**config.mk**
```make
export PLATFORM = sky130hd
export DESIGN_NAME = controlador_divisor
export DESIGN_NICKNAME = d
export VERILOG_FILES = /design/src/rtl/controlador_divisor.sv
export SDC_FILE = /design/constraint.sdc
export NUM_CORES = 1
export LEC_CHECK = 0
export CORE_ASPECT_RATIO = 1.2
export CORE_MARGIN = 4
export CORE_UTILIZATION = 55
export CTS_BUF_LIST = sky130_fd_sc_hd__clkbuf_4
export CTS_CLUSTER_DIAMETER = 100
export CTS_CLUSTER_SIZE = 10
export DETAILED_ROUTE_END_ITERATION = 10
export PLACE_DENSITY = 0.87
export SLEW_MARGIN = 20
export SYNTH_ARGS = -nofsm -noshare
export SYNTH_HDL_FRONTEND = slang
export SYNTH_SLANG_ARGS = --single-unit
export TNS_END_PERCENT = 50
```
**constraint.sdc**
```tcl
create_clock -name clk -period 2.9 [get_ports clk]
set_input_delay 0.435 -clock clk [delete_from_list [all_inputs] [get_ports clk]]
set_output_delay 0.435 -clock clk [all_outputs]
set_load 0.01 [all_outputs]
```
**src/rtl/controlador_divisor.sv**
```systemverilog
// controlador_divisor: run-time controller for a programmable divided clock.
// Starts and stops clk_out/tick cleanly and swaps divide ratios only at
// full-period (falling) boundaries so clk_out never glitches.
// Optional build macro: CTRL_DIV_STATUS_EN adds the 16-bit 'periods' counter.
module controlador_divisor #(
  parameter int unsigned WIDTH       = 8,
  parameter int unsigned DEFAULT_DIV = 3
) (
  input  logic             clk,
  input  logic             rst,
  input  logic             enable,
  input  logic             cfg_valid,
  input  logic [WIDTH-1:0] cfg_div,
  output logic             cfg_ready,
  output logic             cfg_err,
  output logic             clk_out,
  output logic             tick,
`ifdef CTRL_DIV_STATUS_EN
  output logic [15:0]      periods,
`endif
  output logic             busy
);

  typedef enum logic [1:0] {StIdle, StRun, StPend} state_e;

  localparam logic [WIDTH-1:0] One    = WIDTH'(1);
  localparam logic [WIDTH-1:0] DivRst = WIDTH'(DEFAULT_DIV);

  state_e           state_q, state_d;
  logic [WIDTH-1:0] count_q, count_d;
  logic [WIDTH-1:0] div_q;
  logic [WIDTH-1:0] pend_q, pend_d;
  logic             clk_out_q, clk_out_d;
  logic             tick_q, tick_d;
  logic             err_q, err_d;

  logic             xfer, xfer_ok;
  logic             terminal, fall;
  logic             div_load;
  logic [WIDTH-1:0] div_src;

  assign cfg_ready = (state_q != StPend);
  assign busy      = (state_q != StIdle);
  assign clk_out   = clk_out_q;
  assign tick      = tick_q;
  assign cfg_err   = err_q;

  assign xfer     = cfg_valid && cfg_ready;
  assign xfer_ok  = xfer && (cfg_div != '0);
  // >= rather than == so a count left larger than a newly shortened ratio still wraps
  assign terminal = (count_q >= (div_q - One));
  assign fall     = terminal && clk_out_q;

  // Next-state, counter, toggle and ratio-load decisions
  always_comb begin
    state_d   = state_q;
    count_d   = count_q;
    pend_d    = pend_q;
    clk_out_d = clk_out_q;
    tick_d    = 1'b0;
    err_d     = xfer && (cfg_div == '0);
    div_load  = 1'b0;
    div_src   = cfg_div;

    unique case (state_q)
      StIdle: begin
        count_d   = '0;
        clk_out_d = 1'b0;
        if (xfer_ok) begin
          div_load = 1'b1;
          div_src  = cfg_div;
        end
        if (enable) state_d = StRun;
      end
      StRun, StPend: begin
        if (terminal) begin
          count_d   = '0;
          clk_out_d = ~clk_out_q;
          tick_d    = 1'b1;
        end else begin
          count_d = count_q + One;
        end

        // A transfer in RUN always parks in pending, even on a terminal edge
        if (state_q == StRun && xfer_ok) begin
          pend_d  = cfg_div;
          state_d = StPend;
        end

        if (fall) begin
          if (state_q == StPend) begin
            div_load = 1'b1;
            div_src  = pend_q;
            state_d  = StRun;
          end
          if (!enable) begin
            state_d = StIdle;
            // Stopping anyway, so a ratio arriving on the stop edge loads as in IDLE
            if (state_q == StRun && xfer_ok) begin
              div_load = 1'b1;
              div_src  = cfg_div;
            end
          end
        end
      end
      default: state_d = StIdle;
    endcase
  end

  // State, counter and output registers
  always_ff @(posedge clk or posedge rst) begin
    if (rst) begin
      state_q   <= StIdle;
      count_q   <= '0;
      pend_q    <= '0;
      clk_out_q <= 1'b0;
      tick_q    <= 1'b0;
      err_q     <= 1'b0;
    end else begin
      state_q   <= state_d;
      count_q   <= count_d;
      pend_q    <= pend_d;
      clk_out_q <= clk_out_d;
      tick_q    <= tick_d;
      err_q     <= err_d;
    end
  end

  // Active divide ratio, updated only on legal loads
  always_ff @(posedge clk or posedge rst) begin
    if (rst) begin
      div_q <= DivRst;
    end else if (div_load) begin
      div_q <= div_src;
    end
  end

`ifdef CTRL_DIV_STATUS_EN
  logic [15:0] periods_q;

  assign periods = periods_q;

  // Completed full periods since the last ratio load, saturating
  always_ff @(posedge clk or posedge rst) begin
    if (rst) begin
      periods_q <= '0;
    end else if (div_load) begin
      periods_q <= '0;
    end else if (fall && (periods_q != 16'hFFFF)) begin
      periods_q <= periods_q + 16'd1;
    end
  end
`endif

endmodule

```
==> results_tabular.tex, run 1 <==
\begin{tabular}{lr}
\hline
Metric & Value \\
\hline
\multicolumn{2}{l}{\textbf{Yosys}} \\
\quad Post-Synthesis Cell Area & 0.00186 mm\^{}2 \\
\quad Post-synthesis xor/xnor area fraction & 3.76\% \\
\quad Seq/Total Area, Yosys & 39.1\% \\
\quad Syn nets & 212 \\
\quad Fraction of synthesized area in multiplexers & 5.98\% \\
\quad Synthesized area divided by synthesized cell count & 10.0 um\^{}2 \\
\quad Adder-cell area share of the yosys netlist & 9.40\% \\
\quad Count of distinct cell types in the synthesized netlist & 41 \\
\quad Number of warning messages in the yosys log & 0 \\
\quad Ys flop type & sky130\_fd\_sc\_hd\_\_dfrtp\_1 \\
\quad Number of instances in the synthesized netlist & 186 \\
\quad Proportion of synthesized flip-flops having asynchronous set or reset & 100\% \\
\quad EDFF count, synth & 0 \\
\quad Main combinational cell family by area after synthesis & compound AO/OA/AOI/OAI gates \\
\quad Post-synthesis cell type with the largest combined area & sky130\_fd\_sc\_hd\_\_dfrtp\_1 \\
\quad Synthesized-area fraction occupied by ao, oa, aoi and oai cells & 21.6\% \\
\quad Area fraction in and, or, nand and nor cells after synthesis & 15.6\% \\
\quad Fraction of post-synthesis cell area in the top cell type by area & 36.3\% \\
\quad Flip-flop and latch count after synthesis & 29 \\
\quad Biggest area contributors in the synthesized netlist & sky130\_fd\_sc\_hd\_\_dfrtp\_1 36\%, sky130\_fd\_sc\_hd\_\_ha\_1 9.4\%, sky130\_fd\_sc\_hd\_\_mux2\_2 5.4\%, sky130\_fd\_sc\_hd\_\_a31oi\_1 4.4\%, sky130\_fd\_sc\_hd\_\_a311oi\_1 3.8\% \\
\multicolumn{2}{l}{\textbf{Job}} \\
\quad Number of maximum-capacitance violations & 0 \\
\multicolumn{2}{l}{\textbf{Clock network}} \\
\quad CTS Buffer Depth & 2 \\
\quad Clock tree from TritonCTS & built \\
\quad CTS Root Cell & sky130\_fd\_sc\_hd\_\_clkbuf\_4 \\
\quad Clock insertion delay at the later pin of the skew report & 0.34 ns \\
\quad Hold buffers post-CTS & 0 \\
\quad CTS clock-pin slew for the worst setup and hold paths & 0.10 ns \\
\quad TritonCTS sink count & 29 \\
\quad TritonCTS Buffers & 5 \\
\quad H-Tree Depth & 2 \\
\multicolumn{2}{l}{\textbf{Timing}} \\
\quad Final hold viol count & 0 \\
\quad Count of final setup violators & 0 \\
\quad Max-slew violation total from the final report & 0 \\
\quad Slew at the pin with the worst max-slew slack & 0.542 ns \\
\quad Relative slew slack & 63.8\% \\
\quad Sum of negative setup slack & 0 ns \\
\quad Timing-limited maximum frequency & 356 MHz \\
\quad Clock period minus worst slack & 2.81 ns \\
\quad Worst setup skew after layout & 0.00655 ns \\
\quad Ratio of final minimum period to clock period & 97.0\% \\
\multicolumn{2}{l}{\textbf{Placed design}} \\
\quad Total of buffers placed on input and output ports & 16 \\
\quad HPWL Detailed & 3010 um \\
\quad Final RePlAce weighted congestion & 0.859 \\
\multicolumn{2}{l}{\textbf{Critical path}} \\
\quad Crit-path max FO & 8 \\
\quad Nature of the critical path startpoint & flop \\
\quad Register-to-register path setup slack & 0.09 ns \\
\quad Crit Reg-Reg Startpoint & div\_q[4] \\
\quad CP Data Arrival Time & 3.06 ns \\
\quad Type of element capturing the critical path & flop \\
\quad Crit Path Class & reg2reg \\
\quad Data required, critical path & 3.15 ns \\
\quad Endpoint of the worst register-to-register path & count\_q[4] \\
\quad Cells on worst reg2reg path & 11 \\
\multicolumn{2}{l}{\textbf{Global routing}} \\
\quad Via count of the first global-routing pass & 1573 \\
\quad Pin count of the biggest net entering global routing & 30 \\
\quad Aggregate global-route resource usage & 20.3\% \\
\quad Global-route wire length before repair & 6830 um \\
\quad Initial antenna violation count & 0 \\
\quad Residual overflow from global routing & 0 \\
\multicolumn{2}{l}{\textbf{Outcome}} \\
\quad Status & finished, final reports clean \\
\multicolumn{2}{l}{\textbf{Layout}} \\
\quad Synth-to-Final Area Change & 18.3\% \\
\quad Core Util, Final & 69.6\% \\
\quad Antenna cell count & 0 \\
\quad Number of nets in the final layout & 236 \\
\quad Ratio of cells with drive above 1 in the final layout & 18.0\% \\
\multicolumn{2}{l}{\textbf{Floorplan}} \\
\quad Vert. Die Dim & 71.8 um \\
\quad Die Area & 0.00439 mm\^{}2 \\
\quad Core Footprint & 0.00317 mm\^{}2 \\
\quad Io pins & 17 \\
\quad Effective utilization at floorplan & 58.9\% \\
\quad Number of placement rows & 22 \\
\quad Die W & 61.1 um \\
\multicolumn{2}{l}{\textbf{Hold path}} \\
\quad Hold Crit Class & in2async \\
\multicolumn{2}{l}{\textbf{Power and ir drop}} \\
\quad Largest voltage drop on the vdd net & 0.687 mV \\
\quad Power density over the cells & 923 mW/mm\^{}2 \\
\quad Static Leakage & 0.947 nW \\
\multicolumn{2}{l}{\textbf{Detailed routing}} \\
\quad Total routed wirelength & 4220 um \\
\quad Post-detailed-route count of antenna-violating nets & 0 \\
\quad Number of vias per cell after detailed routing & 6.34 \\
\quad Number of iterations in the first detailed-routing pass & 4 \\
\quad Detailed router's first-iteration violation count & 55 \\
\quad Count of vias placed by the detailed router & 1566 \\
\quad Average detailed-routed wire length per instance & 17.1 um \\
\quad Remaining routing DRC violations & 0 \\
\hline
\end{tabular}
[layout make-up]
cell class | count | area, um^2
Tap cell | 36 | 45.0
Multi-Input combinational cell | 139 | 1070
Inverter | 10 | 37.5
Clock buffer | 5 | 37.5
Clock inverter | 3 | 46.3
Sequential cell | 29 | 728
Fill cell | 222 | 961
Timing Repair Buffer | 25 | 244
[report_power, final]
part / total (mW) / internal, mW / switching, mW
combinational: 1.00 / 0.472 / 0.529
sequential: 0.695 / 0.557 / 0.138
clock: 0.340 / 0.182 / 0.157
total: 2.04 / 1.21 / 0.824
[synthesized netlist by cell type, types with 2 or more instances]
| cell type | n |
|---|---|
| sky130_fd_sc_hd__nor2_1 | 9 |
| sky130_fd_sc_hd__xnor2_1 | 5 |
| sky130_fd_sc_hd__nand3_1 | 12 |
| sky130_fd_sc_hd__a21oi_1 | 8 |
| sky130_fd_sc_hd__nand2b_1 | 2 |
| sky130_fd_sc_hd__or2b_1 | 2 |
| sky130_fd_sc_hd__clkbuf_1 | 3 |
| sky130_fd_sc_hd__nand2_1 | 11 |
| sky130_fd_sc_hd__a22o_1 | 2 |
| sky130_fd_sc_hd__a21o_1 | 3 |
| sky130_fd_sc_hd__xor2_1 | 3 |
| sky130_fd_sc_hd__a31oi_1 | 13 |
| sky130_fd_sc_hd__a21oi_2 | 2 |
| sky130_fd_sc_hd__buf_6 | 2 |
| sky130_fd_sc_hd__o21ai_0 | 11 |
| sky130_fd_sc_hd__dfrtp_1 | 27 |
| sky130_fd_sc_hd__nor3_1 | 3 |
| sky130_fd_sc_hd__inv_1 | 10 |
| sky130_fd_sc_hd__mux2_2 | 9 |
| sky130_fd_sc_hd__buf_2 | 2 |
| sky130_fd_sc_hd__a311oi_1 | 8 |
| sky130_fd_sc_hd__ha_1 | 14 |
| sky130_fd_sc_hd__dfstp_2 | 2 |
| sky130_fd_sc_hd__nor4_4 | 2 |
| sky130_fd_sc_hd__and3_1 | 5 |
[placed cells by master, fill, tap and decap left out, drive strengths merged, types with 3 or more instances in the layout]
cell	netlist	final
a21o	3	3
a21oi	10	10
a311oi	9	9
a31oi	13	13
and3	5	5
buf	5	9
clkbuf	3	5
clkdlybuf4s50	0	16
dfrtp	27	27
ha	14	14
inv	10	10
mux2	9	9
nand2	11	11
nand2b	3	3
nand3	12	12
nor2	9	9
nor3	3	3
o21ai	11	11
xnor2	5	5
xor2	3	3
[per-layer routing]
layer | routed length (um) | track usage, %
met5 | 0 | 0
met4 | 86 | 8.19
met3 | 196 | 5.59
met2 | 2280 | 35.5
met1 | 1660 | 22.3
[registers in the layout, indices dropped and copies added, names as in the netlist]
name     flops
div_q        8
count_q      8
tick         1
pend_q       8
cfg_err      1
clk_out      1
state_q      2
[kinds of logic after synthesis]
family | count (synthesis)
simple gates | 51
xor+xnor | 8
buf+inv | 18
mux | 10
compound gates | 56
fa+ha+maj | 14
flops | 29
[through the flow]
| stage | cell area, um^2 | worst slack (ns) | power [mW] | std cells | hold WS [ns] |
|---|---|---|---|---|---|
| 3_3_place_gp | 2060 | 0.236 | 1.56 | 235 | 0.493 |
| 5_1_grt | 2200 | -0.0866 | 2.18 | 247 | 0.504 |
| 6_report | 2200 | 0.0880 | 2.04 | 247 | 0.472 |
| 3_5_place_dp | 2060 | 0.0772 | 1.62 | 235 | 0.497 |
| 4_1_cts | 2140 | 0.0162 | 1.96 | 243 | 0.473 |
| 2_1_floorplan | 1860 | 0.427 | 1.39 | 186 | 0.479 |
[worst max path at each step]
| stage | start | end | slack [ns] | depth (start not counted) |
|---|---|---|---|---|
| detailed placement | div_q[3] | count_q[4] | 0.08 | 12 |
| CTS | div_q[3] | count_q[4] | 0.02 | 12 |
| global route | div_q[2] | count_q[4] | -0.09 | 11 |
| global placement | div_q[3] | div_q[0] | 0.24 | 11 |
| floorplan | div_q[3] | state_q[1] | 0.43 | 11 |
| finish | div_q[4] | count_q[4] | 0.09 | 11 |
[worst max-delay path, stage by stage, from the launching register on]
cell and delay (ns):
sky130_fd_sc_hd__dfrtp_1 0.42, sky130_fd_sc_hd__or3_1 0.39, sky130_fd_sc_hd__nor3_1 0.22, sky130_fd_sc_hd__xnor2_1 0.21, sky130_fd_sc_hd__ha_1 0.30, sky130_fd_sc_hd__a21oi_1 0.13, sky130_fd_sc_hd__o21ai_0 0.13, sky130_fd_sc_hd__buf_4 0.19
sky130_fd_sc_hd__a211oi_4 0.25, sky130_fd_sc_hd__buf_6 0.18, sky130_fd_sc_hd__a41oi_2 0.12, sky130_fd_sc_hd__a31oi_1 0.19
[what timing repair did]
item / in CTS / in global routing
gates resized for setup: 0 / 4
buffers inserted: 0 / 4
setup endpoints to repair: 0 / 15
No activity file was read; power rests on OpenSTA's default activity.
==> inputs of run 2 (changes only) <==
clock period = 2.6 ns   (was 2.9 ns; I/O delays follow)
==> results_tabular.tex, run 2 (synthesized netlist as in run 1, its figures left out) <==
\begin{tabular}{lr}
\hline
Metric & Value \\
\hline
\multicolumn{2}{l}{\textbf{Placed design}} \\
\quad Placement Setup Slack & -0.114 ns \\
\quad Total of buffers placed on input and output ports & 16 \\
\quad HPWL Detailed & 3120 um \\
\quad Area after detailed placement & 0.00210 mm\^{}2 \\
\quad Number of cells after detailed placement & 241 \\
\quad Final RePlAce weighted congestion & 0.865 \\
\multicolumn{2}{l}{\textbf{Clock network}} \\
\quad CTS Buffer Depth & 2 \\
\quad Clock insertion delay at the later pin of the skew report & 0.35 ns \\
\quad TritonCTS Buffers & 5 \\
\quad CTS Root Cell & sky130\_fd\_sc\_hd\_\_clkbuf\_4 \\
\quad Clock tree from TritonCTS & built \\
\quad H-Tree Depth & 2 \\
\quad TritonCTS sink count & 29 \\
\quad CTS clock-pin slew for the worst setup and hold paths & 0.10 ns \\
\multicolumn{2}{l}{\textbf{Critical path}} \\
\quad CP Data Arrival Time & 2.85 ns \\
\quad Stage delay of the slowest cell on the critical path & 0.40 ns \\
\quad Cell chain of the critical path & or3\_4 -> nor2\_4 -> nand2\_1 -> xor2\_1 -> ha\_1 -> a21oi\_2 -> o21ai\_4 -> a21o\_4 -> buf\_4 -> a311oi\_2 -> a31oi\_1 \\
\quad Slowest cell on the critical path & sky130\_fd\_sc\_hd\_\_or3\_4 \\
\quad Number of buffers and inverters on the critical path & 1 \\
\quad Crit-path max FO & 6 \\
\quad Data required, critical path & 2.82 ns \\
\quad Crit path max-delay family & compound AO/OA/AOI/OAI gates \\
\quad Type of element capturing the critical path & flop \\
\quad Nature of the critical path startpoint & flop \\
\quad Crit Path Class & reg2reg \\
\multicolumn{2}{l}{\textbf{Detailed routing}} \\
\quad Post-detailed-route count of antenna-violating nets & 0 \\
\quad Average detailed-routed wire length per instance & 17.9 um \\
\quad Total routed wirelength & 4620 um \\
\quad Remaining routing DRC violations & 0 \\
\quad Detailed router's first-iteration violation count & 69 \\
\quad Number of vias per cell after detailed routing & 6.38 \\
\quad Number of iterations in the first detailed-routing pass & 4 \\
\quad Count of vias placed by the detailed router & 1646 \\
\multicolumn{2}{l}{\textbf{Layout}} \\
\quad Final Non-Filler Cells & 258 \\
\quad Largest registers in the final layout & count\_q (8), div\_q (8), pend\_q (8) \\
\quad Post-Layout Inst Area & 0.00235 mm\^{}2 \\
\quad Commonest non-fill, non-tap cells in the layout & 27 x sky130\_fd\_sc\_hd\_\_dfrtp\_1, 16 x sky130\_fd\_sc\_hd\_\_clkdlybuf4s50\_1, 15 x sky130\_fd\_sc\_hd\_\_buf\_4, 14 x sky130\_fd\_sc\_hd\_\_ha\_1, 13 x sky130\_fd\_sc\_hd\_\_a31oi\_1 \\
\quad Synth-to-Final Area Change & 26.4\% \\
\quad Antenna cell count & 0 \\
\quad Ratio of cells with drive above 1 in the final layout & 28.8\% \\
\quad Number of nets in the final layout & 247 \\
\quad Most common library cell in the layout ignoring fill and taps & sky130\_fd\_sc\_hd\_\_dfrtp\_1 \\
\quad Core Util, Final & 74.4\% \\
\multicolumn{2}{l}{\textbf{Floorplan}} \\
\quad Die W & 61.1 um \\
\quad Effective utilization at floorplan & 58.9\% \\
\quad Die Area & 0.00439 mm\^{}2 \\
\quad Core Footprint & 0.00317 mm\^{}2 \\
\quad Io pins & 17 \\
\quad Vert. Die Dim & 71.8 um \\
\quad Number of placement rows & 22 \\
\multicolumn{2}{l}{\textbf{Timing}} \\
\quad Clock period minus worst slack & 2.63 ns \\
\quad Slew at the pin with the worst max-slew slack & 0.674 ns \\
\quad Unrepaired setup endpoints after global routing & true \\
\quad Hold WS & 0.408 ns \\
\quad Ratio of final minimum period to clock period & 101\% \\
\quad Worst setup skew after layout & 0.0141 ns \\
\quad Final hold viol count & 0 \\
\quad Sum of negative setup slack & -0.164 ns \\
\quad Max-slew violation total from the final report & 0 \\
\quad Count of final setup violators & 9 \\
\quad Timing-limited maximum frequency & 380 MHz \\
\quad Relative slew slack & 55.1\% \\
\quad Setup WS post-layout & -0.0290 ns \\
\multicolumn{2}{l}{\textbf{Global routing}} \\
\quad Initial antenna violation count & 0 \\
\quad Via count of the first global-routing pass & 1587 \\
\quad Global-route wire length before repair & 7010 um \\
\quad Residual overflow from global routing & 0 \\
\quad Pin count of the biggest net entering global routing & 30 \\
\quad Aggregate global-route resource usage & 21.2\% \\
\multicolumn{2}{l}{\textbf{Hold path}} \\
\quad Hold Crit Class & in2async \\
\multicolumn{2}{l}{\textbf{Outcome}} \\
\quad Violated checks & setup timing \\
\quad Status & finished with violations \\
\multicolumn{2}{l}{\textbf{Power and ir drop}} \\
\quad Static Leakage & 0.999 nW \\
\quad Largest voltage drop on the vdd net & 0.902 mV \\
\quad Power density over the cells & 1020 mW/mm\^{}2 \\
\quad Final total power & 2.40 mW \\
\multicolumn{2}{l}{\textbf{Job}} \\
\quad Number of maximum-capacitance violations & 0 \\
\hline
\end{tabular}
run 2: layer usage:
layer / part of all wire [%] / up-vias / GRT usage (%)
li1: - / 771 / -
met1: 38 / 803 / 22.7
met2: 54 / 55 / 35.5
met3: 4.8 / 17 / 6.85
met4: 3.3 / 0 / 11.8
met5: 0 / - / 0
run 2: worst register-to-register path, stage by stage (launching register included):
cell and delay (ns):
sky130_fd_sc_hd__dfrtp_1 0.39, sky130_fd_sc_hd__or3_4 0.40, sky130_fd_sc_hd__nor2_4 0.12, sky130_fd_sc_hd__nand2_1 0.09
sky130_fd_sc_hd__xor2_1 0.16, sky130_fd_sc_hd__ha_1 0.35, sky130_fd_sc_hd__a21oi_2 0.20, sky130_fd_sc_hd__o21ai_4 0.11
sky130_fd_sc_hd__a21o_4 0.23, sky130_fd_sc_hd__buf_4 0.15, sky130_fd_sc_hd__a311oi_2 0.25, sky130_fd_sc_hd__a31oi_1 0.06
run 2: power by group:
| group | leakage [nW] | internal, mW | switching [mW] | total (mW) |
|---|---|---|---|---|
| logic | 0.607 | 0.658 | 0.701 | 1.36 |
| registers | 0.360 | 0.622 | 0.150 | 0.772 |
| clock network | 0.0310 | 0.102 | 0.170 | 0.271 |
| total | 0.999 | 1.38 | 1.02 | 2.40 |
run 2: worst paths after layout:
kind / start / to / slack, ns / cells past startpoint
hold reg to reg: pend_q[7] / pend_q[7] / 0.53 / 1
min in group clk: pend_q[7] / pend_q[7] / 0.53 / 1
max in group asynchronous: rst / div_q[0] / 1.87 / 3
hold / removal: rst / div_q[3] / 0.41 / 3
setup / recovery: div_q[2] / div_q[2] / -0.03 / 11
setup reg to reg: div_q[2] / div_q[2] / -0.03 / 11
run 2: layout make-up:
cell class / instances / area (um^2)
clock buffer: 5 / 37.5
tap: 36 / 45.0
fill: 191 / 811
sequential: 29 / 728
multi-input combinational: 140 / 1170
clock inverter: 3 / 17.5
timing repair buffer: 35 / 322
inverter: 10 / 37.5
run 2: what timing repair did:
| action | 4_1_cts | 5_1_grt |
|---|---|---|
| cloned | 0 | 1 |
| hold buffers | 0 | 0 |
| gates resized for setup | 7 | 22 |
| setup endpoints to repair | 12 | 20 |
| pin swaps | 0 | 15 |
| setup buffers | 2 | 6 |
